[config.mk]
export PLATFORM = sky130hd
export DESIGN_NAME = imm_gen_pipe
export DESIGN_NICKNAME = d
export VERILOG_FILES = /design/src/rtl/imm_gen_pipe.sv
export SDC_FILE = /design/constraint.sdc
export NUM_CORES = 1
export LEC_CHECK = 0
export ABC_AREA = 1
export ABC_CLOCK_PERIOD_IN_PS = 1700
export CORE_AREA = 3 3 147 149
export CTS_BUF_LIST = sky130_fd_sc_hd__clkbuf_4 sky130_fd_sc_hd__clkbuf_8
export DETAILED_ROUTE_END_ITERATION = 6
export DIE_AREA = 0 0 150 152
export PLACE_DENSITY = 0.83
export SYNTH_ARGS = -nofsm -noshare
export SYNTH_HDL_FRONTEND = slang
export SYNTH_SLANG_ARGS = --single-unit
[constraint.sdc]
create_clock -name clk -period 1.7 [get_ports clk]
set_clock_uncertainty 0.05 [all_clocks]
set_input_delay 0.34 -clock clk [delete_from_list [all_inputs] [get_ports clk]]
set_output_delay 0.34 -clock clk [all_outputs]
set_load 0.005 [all_outputs]
[src/rtl/imm_gen_pipe.sv]
// RV32I/RV64I immediate generator with a registered two-entry output buffer
// (output register plus skid) so that in_ready comes straight from a flop.
module imm_gen_pipe #(
  parameter int XLEN      = 32,
  parameter bit EN_TARGET = 1'b1
) (
  input  logic            clk,
  input  logic            rst_n,
  input  logic            flush,
  input  logic            in_valid,
  output logic            in_ready,
  input  logic [31:0]     in_instr,
  input  logic [XLEN-1:0] in_pc,
  output logic            out_valid,
  input  logic            out_ready,
  output logic [XLEN-1:0] out_imm,
  output logic [2:0]      out_fmt,
  output logic            out_illegal,
  output logic [XLEN-1:0] out_target,
  output logic [XLEN-1:0] out_pc
);

  localparam logic [6:0] OP_LUI    = 7'b0110111;
  localparam logic [6:0] OP_AUIPC  = 7'b0010111;
  localparam logic [6:0] OP_JAL    = 7'b1101111;
  localparam logic [6:0] OP_BRANCH = 7'b1100011;
  localparam logic [6:0] OP_STORE  = 7'b0100011;
  localparam logic [6:0] OP_LOAD   = 7'b0000011;
  localparam logic [6:0] OP_JALR   = 7'b1100111;
  localparam logic [6:0] OP_IMM    = 7'b0010011;

  localparam logic [2:0] FMT_NONE = 3'd0;
  localparam logic [2:0] FMT_I    = 3'd1;
  localparam logic [2:0] FMT_S    = 3'd2;
  localparam logic [2:0] FMT_B    = 3'd3;
  localparam logic [2:0] FMT_U    = 3'd4;
  localparam logic [2:0] FMT_J    = 3'd5;
  localparam logic [2:0] FMT_SH   = 3'd6;

  typedef struct packed {
    logic [XLEN-1:0] imm;
    logic [2:0]      fmt;
    logic            illegal;
    logic [XLEN-1:0] target;
    logic [XLEN-1:0] pc;
  } entry_t;

  function automatic logic signed [XLEN-1:0] sext32(input logic signed [31:0] v);
    sext32 = v;
  endfunction

  function automatic entry_t decode(input logic [31:0] instr, input logic [XLEN-1:0] pc);
    entry_t                 e;
    logic signed [XLEN-1:0] imm;
    logic [5:0]             shamt;
    logic                   wide_bit;
    e        = '0;
    imm      = '0;
    // shamt[5] only exists on RV64; on RV32 a set instr[25] is malformed
    wide_bit = (XLEN == 64) & instr[25];
    shamt    = {wide_bit, instr[24:20]};
    case (instr[6:0])
      OP_LUI, OP_AUIPC: begin
        imm   = sext32({instr[31:12], 12'b0});
        e.fmt = FMT_U;
      end
      OP_JAL: begin
        imm   = sext32({{11{instr[31]}}, instr[31], instr[19:12], instr[20], instr[30:21], 1'b0});
        e.fmt = FMT_J;
      end
      OP_BRANCH: begin
        imm   = sext32({{19{instr[31]}}, instr[31], instr[7], instr[30:25], instr[11:8], 1'b0});
        e.fmt = FMT_B;
      end
      OP_STORE: begin
        imm   = sext32({{20{instr[31]}}, instr[31:25], instr[11:7]});
        e.fmt = FMT_S;
      end
      OP_LOAD, OP_JALR: begin
        imm   = sext32({{20{instr[31]}}, instr[31:20]});
        e.fmt = FMT_I;
      end
      OP_IMM: begin
        if (instr[14:12] == 3'b001) begin
          imm       = XLEN'(shamt);
          e.fmt     = FMT_SH;
          e.illegal = (instr[31:26] != 6'b0) | ((XLEN == 32) & instr[25]);
        end else if (instr[14:12] == 3'b101) begin
          imm       = XLEN'(shamt);
          e.fmt     = FMT_SH;
          e.illegal = !((instr[31:26] == 6'b000000) || (instr[31:26] == 6'b010000))
                      | ((XLEN == 32) & instr[25]);
        end else begin
          imm   = sext32({{20{instr[31]}}, instr[31:20]});
          e.fmt = FMT_I;
        end
      end
      default: e.fmt = FMT_NONE;
    endcase
    e.imm    = imm;
    e.pc     = pc;
    e.target = EN_TARGET ? (pc + imm) : '0;
    return e;
  endfunction

  entry_t dec_p0;
  entry_t out_p1;
  entry_t skid_p1;
  logic   vld_p1;
  logic   skid_vld_p1;
  logic   rdy_p1;
  logic   accept;
  logic   drain;
  logic   skid_vld_nxt;

  // ---- stage p0: combinational decode of the offered word
  assign dec_p0 = decode(in_instr, in_pc);
  assign accept = in_valid & rdy_p1 & ~flush;
  assign drain  = ~vld_p1 | out_ready;

  // accept implies the skid is empty, so a drain always leaves it empty
  assign skid_vld_nxt = drain ? 1'b0 : (skid_vld_p1 | accept);

  // ---- stage p1: output register and skid entry
  always_ff @(posedge clk or negedge rst_n) begin
    if (!rst_n) begin
      vld_p1      <= 1'b0;
      skid_vld_p1 <= 1'b0;
      rdy_p1      <= 1'b0;
      out_p1      <= '0;
      skid_p1     <= '0;
    end else if (flush) begin
      vld_p1      <= 1'b0;
      skid_vld_p1 <= 1'b0;
      rdy_p1      <= 1'b1;
    end else begin
      if (drain) begin
        if (skid_vld_p1) begin
          out_p1 <= skid_p1;
          vld_p1 <= 1'b1;
        end else begin
          vld_p1 <= accept;
          if (accept) out_p1 <= dec_p0;
        end
      end
      if (accept && !drain) skid_p1 <= dec_p0;
      skid_vld_p1 <= skid_vld_nxt;
      rdy_p1      <= ~skid_vld_nxt;
    end
  end

  assign in_ready    = rdy_p1;
  assign out_valid   = vld_p1;
  assign out_imm     = out_p1.imm;
  assign out_fmt     = out_p1.fmt;
  assign out_illegal = out_p1.illegal;
  assign out_target  = out_p1.target;
  assign out_pc      = out_p1.pc;

endmodule
# Yosys cells after proc, flatten, opt, wreduce, memory -nomap -nowiden
# Index checks and enable logic that the tools add are counted.
# classes
add_sub_neg	1
mul	0
order_cmp	0
n_reduce_logical	12
n_eq_ne	11
n_bitwise	9
shift	0
div_mod_pow	0
muxes	16
# op_table
cell	count
$mux W100	2
$pmux W32 S6	1
$mux W32	2
$add A32 B32 Y32	1
$eq A7 B7 Y1 const B	3
$pmux W3 S6	1
$eq A7 B5 Y1 const B	2
$eq A7 B6 Y1 const B	2
$mux W1	8
$eq A7 B2 Y1 const B	1
$eq A6 B5 Y1 const B	1
$logic_not A6 Y1	1
$reduce_bool A6 Y1	1
$mux W4	1
$or A1 B1 Y1	4
$reduce_bool A2 Y1	2
$reduce_or A2 Y1	2
$eq A3 B1 Y1 const B	1
$eq A3 B3 Y1 const B	1
$mux W3	1
$not A1 Y1	3
$reduce_and A3 Y1	1
$and A1 B1 Y1	2
$logic_not A1 Y1	2
other kinds (3)	3
# totals
input_bits	69
out_inout_bits	102
mem_bits_rw	0
romBits	0
regBits	203
mem_count	0
wordCells	62
latch_bits	0

# Longest topological paths before layout
# Gate-level depths: netlist of the first run.
# depth
ltp_word	9
depth_mapped	24
ltp_nobuf	23

# Worst setup path before layout of the first run
# OpenSTA, ideal clock, no wires.
# synth_path
path_kind	in2reg
start	in in_instr[3]
end	reg out_p1, in the netlist out_target[22]
cell_stages	22
setup_ns	0.116
path_slack_ns	-1.031
n_path_buf	0
arrival_time_ns	2.565
required_time_ns	1.534
path_cell_list	inv_1 -> nand2_1 -> nor2_4 -> nand2_1 -> nand2_2 -> nor2_1 -> o22ai_1 -> ha_1 -> inv_1 -> fa_1 -> inv_1 -> nand3_1 -> nand2_1 -> nand2_1 -> nand2_1 -> nand3_1 -> nand2_1 -> nand2_1 -> nand3_1 -> nand3_1 -> nand2_1 -> nand2_1
# synth_lines
item	line_no	rtl
from (decl)	12	input logic [31:0] in_instr,
to (signal assigned)	139	out_p1 <= skid_p1;
to (signal assigned)	143	if (accept) out_p1 <= dec_p0;
to (decl)	107	entry_t out_p1;

==> results.yml, run 1 <==
timing:
  fin_crit_ps: 2600
  fmax_ghz: 0.385
  timing.final.crit_share: 1.53
  finalMaxSlewViolations: 0
  maxSlewHeadroom: 0.656
  setup_slack_ps: -897
  setup_viol: 67
  rsz0062_at_grt: "yes"
  hold_viol: 0
  tns_ps: -43730
  worst_pin_slew_ps: 517
final_layout:
  nets: 2004
  num_antenna_cells: 0
  layoutNonFillerInstCount: 2189
  drive_gt1_frac: 0.351
  area_growth_pct: 60.7
  fill_cells: 954
  utilization: 0.882
power:
  ir_drop_v: 0.000948
  p_total_mw: 14.6
  power_density_nw_per_um2: 817
  p_leak_nw: 9.23
synth:
  netlist_instances: 1516
  synth_area_per_cell_um2: 7.35
  syn-num-nets: 1617
  yosysTopAreaCell: "dfrtp_1"
  synth_area_leaders: "dfrtp_1 46%, nand2_1 16%, o21ai_0 8.8%"
  ys_seq_elements: 203
  yosysWarnings: 0
  synth_top_area_frac: 0.456
  synth-main-ff-cell: "dfrtp_1"
  synth.most_common_cell: "nand2_1"
  netlist_area_um2: 11100
  synthArstFlopShare: 1.00
  yosys-top-cells-count: "485 x nand2_1, 203 x dfrtp_1, 196 x o21ai_0, 171 x inv_1, 105 x nor2_1"
  ys_seq_area_frac: 0.456
  ys_types: 41
  synth_edf_count: 0
critical_path:
  cp-end-kind: "register"
  crit_type: "in2reg"
  crit_path_start_kind: "input pin"
  path_max_fanout: 4
  reg2reg_depth: 11
  critPathRequiredTime_ps: 2060
  cp_data_arrival_time_ps: 2960
placement:
  place_hpwl_mm: 28.3
  place_congestion: 0.942
  dpl_worst_slack_ps: -1910
  portBuffers: 170
  dp_cells: 2067
grt:
  grt_usage: 0.368
  grt_pass1_wl_mm: 66.2
  antenna_found_initial: 0
  grt_max_degree: 105
  grt_pass1_vias: 12393
  grt-ovfl-total: 0
routing:
  first_iter_violations: 1398
  totalWireLength_mm: 47.1
  dr.pass1.iters: 7
  wl_per_cell_um: 21.5
  vias_per_cell: 5.94
  drt.antenna.violating_nets: 0
  vias: 12992
  drc: 0
floorplanning:
  die_height_um: 152
  initial_core_util: 0.549
  core_um2: 20300
  io_pins: 171
  die_w_um: 150
  std_cell_rows: 52
  die_area_um2: 22800
run_status:
  status: "finished with violations"
  violations: "negative setup slack"
clock_network:
  clk-insertion-delay-late_ps: 560
  root_buffer: "clkbuf_8"
  cts_made_buffers: 34
  clk_pin_slew_worst_paths_ps: 60
  clkSinkCount: 203
  clockBufferDepth: 3
  htree_levels: 2
  cts_tree: "built"
min_path:
  worstHoldPathType: "in2async"
job:
  maxCapViolations: 0
flip-flops by register name (all words and copies together) (netlist names):
register / count
in_ready: 1
out_imm: 32
out_pc: 32
out_illegal: 1
out_fmt: 3
out_target: 32
skid_p1: 100
out_valid: 1
skid_vld_p1: 1
layer usage:
layer / vias to the layer above / global-route usage / share of wire / wire length, um
met5: - / 0 / 0 / 0
met4: 0 / 0.188 / 0.078 / 3670
met3: 298 / 0.0632 / 0.083 / 3890
met2: 872 / 0.618 / 0.48 / 22500
met1: 6190 / 0.455 / 0.36 / 17000
li1: 5632 / - / - / -
critical path, stage by stage:
cell	delay, ps
buf_2	90
inv_2	60
nand2_2	90
nor2_2	40
nand2_2	100
inv_2	70
nor2_4	170
nand2_4	90
buf_6	140
a21boi_4	190
inv_2	90
ha_4	280
nand2_4	70
nand2_4	80
a21oi_4	200
nand2_4	90
nand2_1	100
nand2_2	100
buf_12	140
nand2_4	60
nand2_2	50
nand2_2	70
nand2_1	50
nor2_1	100
o21ai_1	70
power breakdown:
part	switching, mW	internal (mW)
clock	2.03	2.38
combinational	2.12	1.76
sequential	0.519	5.81
final timing paths:
| check | start | endpoint | slack (ps) |
|---|---|---|---|
| max | in_instr[6] | out_target[23] | -900 |
| min | rst_n | skid_p1[17] | 270 |
| max reg2reg | out_valid | skid_p1[69] | 0 |
| min reg2reg | out_target[24] | out_target[24] | 420 |
| max in group asynchronous | rst_n | out_pc[4] | 740 |
| min in group clk | out_target[24] | out_target[24] | 420 |
cell type report:
| type | instances | area [um^2] | share of cell area |
|---|---|---|---|
| multi-input combinational | 1071 | 7310 | 0.408 |
| sequential | 203 | 5080 | 0.284 |
| tap | 270 | 338 | 0.0189 |
| inverter | 176 | 698 | 0.0390 |
| clock buffer | 47 | 591 | 0.0330 |
| timing repair buffer | 417 | 3830 | 0.214 |
| clock inverter | 5 | 58.8 | 0.00328 |
what timing repair did:
item / CTS / global route
endpoints found under the hold margin: 35 / 0
hold buffers: 1 / 0
cloned: 0 / 1
pin swaps: 129 / 119
endpoints found under the setup margin: 212 / 106
gates resized for setup: 431 / 187
buffers inserted: 41 / 40
stage by stage:
stage          area (um^2)  hold WS [ps]
5_1_grt              17900           306
4_1_cts              16900           282
2_1_floorplan        11600         -5.59
3_3_place_gp         14900           270
6_report             17900           275
3_5_place_dp         14900           278
kinds of logic (layout without fill, tap and decap cells):
family,Yosys count,after routing,synth area share
AND/OR/NAND/NOR,677,677,0.245
adder cells (fa/ha/maj),32,32,0.0366
XOR/XNOR,11,11,0.00865
buffers and inverters,242,645,0.0860
AO/OA/AOI/OAI,351,351,0.168
flip-flops,203,203,0.456
placed cells by master, fill, tap and decap left out, types with 8 or more instances in the layout:
cell	instances
nand2_1	356
dfrtp_1	202
buf_4	189
o21ai_0	155
inv_1	144
dlygate4sd2_1	103
nand2_2	79
nor2_1	65
o21ai_1	58
clkdlybuf4s50_1	58
nand2_4	57
a21oi_1	46
clkbuf_8	39
buf_6	38
ha_4	30
nor2_4	28
inv_2	23
a21oi_2	22
nand3_1	20
nor2_2	18
o21ai_2	18
buf_12	18
nand3_4	14
nand3_2	14
a31oi_1	10
a21oi_4	9
nand4_1	9
clkbuf_4	9
o21a_1	8
Power figures use the tool's default switching activity.
==> inputs of run 2 (changes only) <==
--- a/config.mk
+++ b/config.mk
@@ -6,7 +6,7 @@
 export NUM_CORES = 1
 export LEC_CHECK = 0
 export ABC_AREA = 1
-export ABC_CLOCK_PERIOD_IN_PS = 1700
+export ABC_CLOCK_PERIOD_IN_PS = 2700
 export CORE_AREA = 3 3 147 149
 export CTS_BUF_LIST = sky130_fd_sc_hd__clkbuf_4 sky130_fd_sc_hd__clkbuf_8
 export DETAILED_ROUTE_END_ITERATION = 6
==> constraint.sdc (replaced) <==
create_clock -name clk -period 2.7 [get_ports clk]
set_clock_uncertainty 0.05 [all_clocks]
set_input_delay 0.54 -clock clk [delete_from_list [all_inputs] [get_ports clk]]
set_output_delay 0.54 -clock clk [all_outputs]
set_load 0.005 [all_outputs]
==> run 2 against run 1 <==
  * The flow finishes with violations (design-rule violations, negative setup slack)
  * Total power down 37%
  * Clock power down 31%
  * Combinational power down 43%
  * Core utilization down 6.2 points
  * First-iteration DRC count down 20%
  * Clock-buffer cell count up 12
  * Sequential power down 37%
  * Non-clock buffer count down 61
  * Design area down 7.1%
  * Largest power group unchanged
==> results.yml, run 2 (synthesis results as in run 1) <==
run_status:
  status: "finished with violations"
  violations: "design-rule violations, negative setup slack"
clock_network:
  root_buffer: "clkbuf_8"
  clockBufferDepth: 3
  htree_levels: 2
  clkSinkCount: 203
  clk-insertion-delay-late_ps: 530
  cts_made_buffers: 36
  cts_tree: "built"
  clk_pin_slew_worst_paths_ps: 60
critical_path:
  crit_path_start_kind: "input pin"
  path_cells: "buf_6, buf_6, nand2_4, nor2_4, nand2_2, nand2_4, nor2_4, nand3_4, nand2_8, buf_12, buf_6, o21ai_4, ha_4, buf_6, nand4_1, nor3_2, nand3_1, nand3_2, nand3_2, nand2_1, nand2_1"
  cpMaxStageDelayCell: "ha_4"
  critPathRequiredTime_ps: 3060
  path_max_fanout: 6
  cp_top_family: "simple AND/OR/NAND/NOR gates"
  cp-end-kind: "register"
  crit_type: "in2reg"
  crit_top_cell: "buf_6"
  crit_path_max_incr_delay_ps: 330
  path_buf_inv: 5
  r2r_slack_ps: 780
  cp_data_arrival_time_ps: 3170
  r2r-end: "skid_p1[37]"
  r2r-start: "out_valid"
  reg2reg_depth: 9
timing:
  maxSlewHeadroom: 0.348
  worst_pin_slew_ps: 978
  finalMaxSlewViolations: 0
  rsz0062_at_grt: "yes"
  hold_viol: 0
  hold_slack_ps: 427
  fmax_ghz: 0.356
  setup_slack_ps: -108
  fin_crit_ps: 2810
  setup_viol: 14
  timing.final.crit_share: 1.04
floorplanning:
  core_um2: 20300
  die_area_um2: 22800
  die_w_um: 150
  die_height_um: 152
  io_pins: 171
  initial_core_util: 0.549
  std_cell_rows: 52
routing:
  vias: 11814
  totalWireLength_mm: 38.2
  wl_per_cell_um: 17.9
  dr.pass1.iters: 7
  first_iter_violations: 1112
  drc: 1
  drt.antenna.violating_nets: 0
  vias_per_cell: 5.52
power:
  comb_power_share: 0.239
  internal_power_mw: 6.53
  power_density_nw_per_um2: 554
  p_seq_frac: 0.431
  ir_drop_v: 0.000359
  netSwitchingFraction: 0.291
  power_frac_clock: 0.330
  p_total_mw: 9.22
  p_leak_nw: 8.27
  p_switching_mw: 2.69
grt:
  grt_max_degree: 97
  antenna_found_initial: 0
  grt_pass1_vias: 11365
  grt-ovfl-total: 0
  grt_usage: 0.317
  grt_pass1_wl_mm: 58.3
final_layout:
  layoutNonFillerInstCount: 2139
  area_growth_pct: 49.3
  largest_reg_flops: 100
  final_common_cell: "nand2_1"
  fill_cells: 1266
  drive_gt1_frac: 0.280
  num_antenna_cells: 0
  regMostFlops: "skid_p1"
  nets: 1945
  final_cell_mix: "404 x nand2_1, 202 x dfrtp_1, 183 x o21ai_0"
placement:
  dpl_worst_slack_ps: -1140
  portBuffers: 170
  dp_cells: 2042
  place_hpwl_mm: 25.3
  place_congestion: 0.932
min_path:
  whs_endpoint: "out_imm[25]"
  worstHoldPathType: "reg2reg"
  min-delay-start: "out_imm[25]"
  holdPathStages: 2
job:
  maxCapViolations: 0
==> run 2: cell types whose count changed in the layout (fill, tap and decap cells not counted), sizes merged <==
cell and change:
clkdlybuf4s50 +101, dlygate4sd2 -101, buf -62, inv -1, clkbuf +13
==> run 2: stage by stage <==
stage          TNS [ps]   util  area (um^2)
2_1_floorplan      -212      -        11300
3_3_place_gp     -53020  0.702        14300
3_5_place_dp     -56360  0.702        14300
4_1_cts           -7.38  0.780        15800
5_1_grt           -3960  0.820        16600
6_report           -649  0.820        16600
==> run 2: power by group through the flow <==
stage                     Combinational (mW)  Sequential [mW]  Clock [mW]
after floorplan                        0.886             3.96           0
after global placement                  1.88             3.97           0
after detailed placement                1.94             4.00           0
after CTS                               2.06             3.96        3.07
after global routing                    2.43             4.03        3.23
final                                   2.20             3.98        3.05
==> run 2: layout make-up <==
type | instances | area (um^2) | share of cell area
inverter | 176 | 688 | 0.0414
sequential | 203 | 5080 | 0.305
tap | 270 | 338 | 0.0203
clock inverter | 4 | 50.0 | 0.00301
multi-input combinational | 1071 | 6540 | 0.393
clock buffer | 59 | 724 | 0.0435
timing repair buffer | 356 | 3220 | 0.193
==> run 2: what timing repair did <==
item | in CTS | in global routing
endpoints found under the hold margin | 28 | 0
buffers inserted | 17 | 18
setup endpoints to repair | 59 | 49
hold buffers | 1 | 0
cloned | 0 | 0
pin swaps | 51 | 88
gates resized for setup | 162 | 181
==> run 2: tightest hold or removal path, stage by stage, from the launching register on <==
cell     delay (ps)
dfrtp_1         340
nand2_1          50
nand2_1          50
==> run 2: per-layer routing <==
metal / routed length, um / GRT usage
met5: 0 / 0
met4: 1370 / 0.104
met3: 2740 / 0.0506
met2: 17900 / 0.493
met1: 16200 / 0.457
==> run 2: worst max path at each step <==
stage	startpoint	endpoint	slack, ps	cells past startpoint
final	in_instr[2]	out_target[28]	-110	21
after global routing	in_instr[2]	skid_p1[60]	-230	22
after CTS	in_instr[3]	out_target[27]	-7	25
after detailed placement	in_instr[3]	out_target[31]	-1140	26
after global placement	in_instr[3]	out_target[31]	-1120	26
after floorplan	in_instr[3]	out_target[26]	-80	22
==> inputs of run 3 (changes only) <==
--- a/config.mk
+++ b/config.mk
@@ -7,11 +7,12 @@
 export LEC_CHECK = 0
 export ABC_AREA = 1
 export ABC_CLOCK_PERIOD_IN_PS = 2700
-export CORE_AREA = 3 3 147 149
+export CORE_AREA = 8 8 152 154
 export CTS_BUF_LIST = sky130_fd_sc_hd__clkbuf_4 sky130_fd_sc_hd__clkbuf_8
 export DETAILED_ROUTE_END_ITERATION = 6
-export DIE_AREA = 0 0 150 152
+export DIE_AREA = 0 0 160 162
 export PLACE_DENSITY = 0.83
+export SKIP_CTS_REPAIR_TIMING = 1
 export SYNTH_ARGS = -nofsm -noshare
 export SYNTH_HDL_FRONTEND = slang
 export SYNTH_SLANG_ARGS = --single-unit
==> run 3 against run 2 <==
  * The run ends with negative hold slack, negative setup slack left
  * Total power is 0.78% higher
  * Core utilization shrank 0.63 points
  * Critical path depth rose by 4
  * Clock power about the same
  * Register-to-register slack got worse by 90 ps
  * Die area increased by 14%
  * Combinational power hardly changed
  * Worst hold slack got worse by 440 ps
  * Clock-buffer cell count shrank 7
  * Sequential power is essentially flat
  * Worst setup slack lost 91 ps
  * Sequential cell count is the same
  * Highest routed layer is now met5
==> results.yml, run 3 (synthesis results as in run 1) <==
run_status:
  violations: "negative hold slack, negative setup slack"
  status: "finished with violations"
routing:
  vias: 11967
  dr.pass1.iters: 6
  wl_per_cell_um: 18.9
  drc: 0
  first_iter_violations: 929
  drt.antenna.violating_nets: 0
  totalWireLength_mm: 40.4
  vias_per_cell: 5.60
clock_network:
  cts_made_buffers: 35
  clk_pin_slew_worst_paths_ps: 60
  htree_levels: 2
  clockBufferDepth: 3
  clk-insertion-delay-late_ps: 530
  root_buffer: "clkbuf_8"
  cts_tree: "built"
  clkSinkCount: 203
timing:
  worst_pin_slew_ps: 1060
  timing.final.crit_share: 1.07
  finalMaxSlewViolations: 0
  fmax_ghz: 0.345
  hold_slack_ps: -13.9
  hold_viol: 18
  setup_slack_ps: -199
  rsz0062_at_grt: "yes"
  maxSlewHeadroom: 0.293
  setup_viol: 29
  fin_crit_ps: 2900
grt:
  met3_usage: 0.0532
  grt_pass1_vias: 11128
  grt_max_degree: 105
  antenna_found_initial: 1
  grt_pass1_wl_mm: 56.7
  gr-usage-met2: 0.426
  grt-ovfl-total: 0
  grt_usage: 0.268
  busiest_layer: "met2"
  grt_use_met1: 0.364
floorplanning:
  initial_core_util: 0.539
  io_pins: 171
  core_um2: 20700
  die_area_um2: 25900
  die_height_um: 162
  die_w_um: 160
  std_cell_rows: 53
critical_path:
  path_max_fanout: 4
  crit_type: "in2reg"
  path_buf_inv: 7
  critPathRequiredTime_ps: 3060
  cp_data_arrival_time_ps: 3260
  cp_top_family: "simple AND/OR/NAND/NOR gates"
  cpMaxStageDelayCell: "fa_2"
  crit_path_max_incr_delay_ps: 360
  crit_path_start_kind: "input pin"
  crit_top_cell: "nand2_4"
  cp-end-kind: "register"
placement:
  dp_cells: 2045
  place_congestion: 0.947
  place_hpwl_mm: 26.2
  portBuffers: 170
power:
  p_leak_nw: 8.39
  ir_drop_v: 0.000482
  p_total_mw: 9.29
  power_density_nw_per_um2: 552
final_layout:
  final_cell_mix: "394 x nand2_1, 202 x dfrtp_1, 174 x o21ai_0"
  regMostFlops: "skid_p1"
  drive_gt1_frac: 0.287
  largest_reg_flops: 100
  final_common_cell: "nand2_1"
  num_antenna_cells: 0
  layoutNonFillerInstCount: 2138
  area_growth_pct: 51.0
  nets: 1941
min_path:
  worstHoldPathType: "in2async"
job:
  maxCapViolations: 0
run 3: cell types whose count changed in the layout (fill, tap and decap cells not counted), sizes merged:
cell           delta
buf               -6
clkbuf            -6
dlymetal6s2s      +6
clkinv            +4
dlygate4sd2       -2
bufinv            +1
clkdlybuf4s15     -1
dlygate4sd3       -1
inv               -1
run 3: worst register-to-register path, delay by kind of cell (launching register included):
| family | cells | cell delay, ps |
|---|---|---|
| buffers and inverters | 2 | 800 |
| AO/OA/AOI/OAI | 2 | 630 |
| flip-flops | 1 | 410 |
run 3: area by class of cell:
class	instances	area [um^2]
Fill cell	1277	3860
Multi-Input combinational cell	1071	6710
Tap cell	275	344
Inverter	176	691
Clock inverter	8	95.1
Timing Repair Buffer	353	3240
Clock buffer	52	672
Sequential cell	203	5080
run 3: worst paths after layout:
kind	startpoint	to	slack, ps	depth (start not counted)
min in group clk	in_instr[12]	skid_p1[80]	380	5
max reg2reg	skid_vld_p1	out_pc[17]	690	4
min reg2reg	skid_p1[39]	skid_p1[39]	430	2
min	rst_n	skid_p1[94]	-10	1
max	in_instr[3]	out_target[22]	-200	25
max in group asynchronous	rst_n	out_pc[26]	1850	2
run 3: routing by layer:
layer | share of wire | wire [um]
met2 | 0.47 | 18800
met5 | 0.00032 | 13
met1 | 0.41 | 16500
met3 | 0.081 | 3270
met4 | 0.044 | 1760
run 3: power by group:
| group | internal, mW | switching [mW] | leakage [nW] | total, mW |
|---|---|---|---|---|
| Combinational | 1.10 | 1.13 | 5.42 | 2.23 |
| Clock | 1.78 | 1.30 | 0.400 | 3.08 |
| Sequential | 3.66 | 0.320 | 2.57 | 3.98 |
| Total | 6.54 | 2.75 | 8.39 | 9.29 |
run 3: stage by stage:
step | instance area (um^2) | setup slack [ps] | TNS (ps) | utilization | hold WS [ps]
final | 16800 | -199 | -2100 | 0.813 | -13.9
after global routing | 16800 | -295 | -7090 | 0.813 | 31.6
after floorplan | 11300 | -79.2 | -212 | - | 194
after global placement | 14300 | -1090 | -52440 | 0.689 | 407
after CTS | 15000 | -617 | -22720 | 0.726 | 0.127
after detailed placement | 14300 | -1130 | -55210 | 0.689 | 410
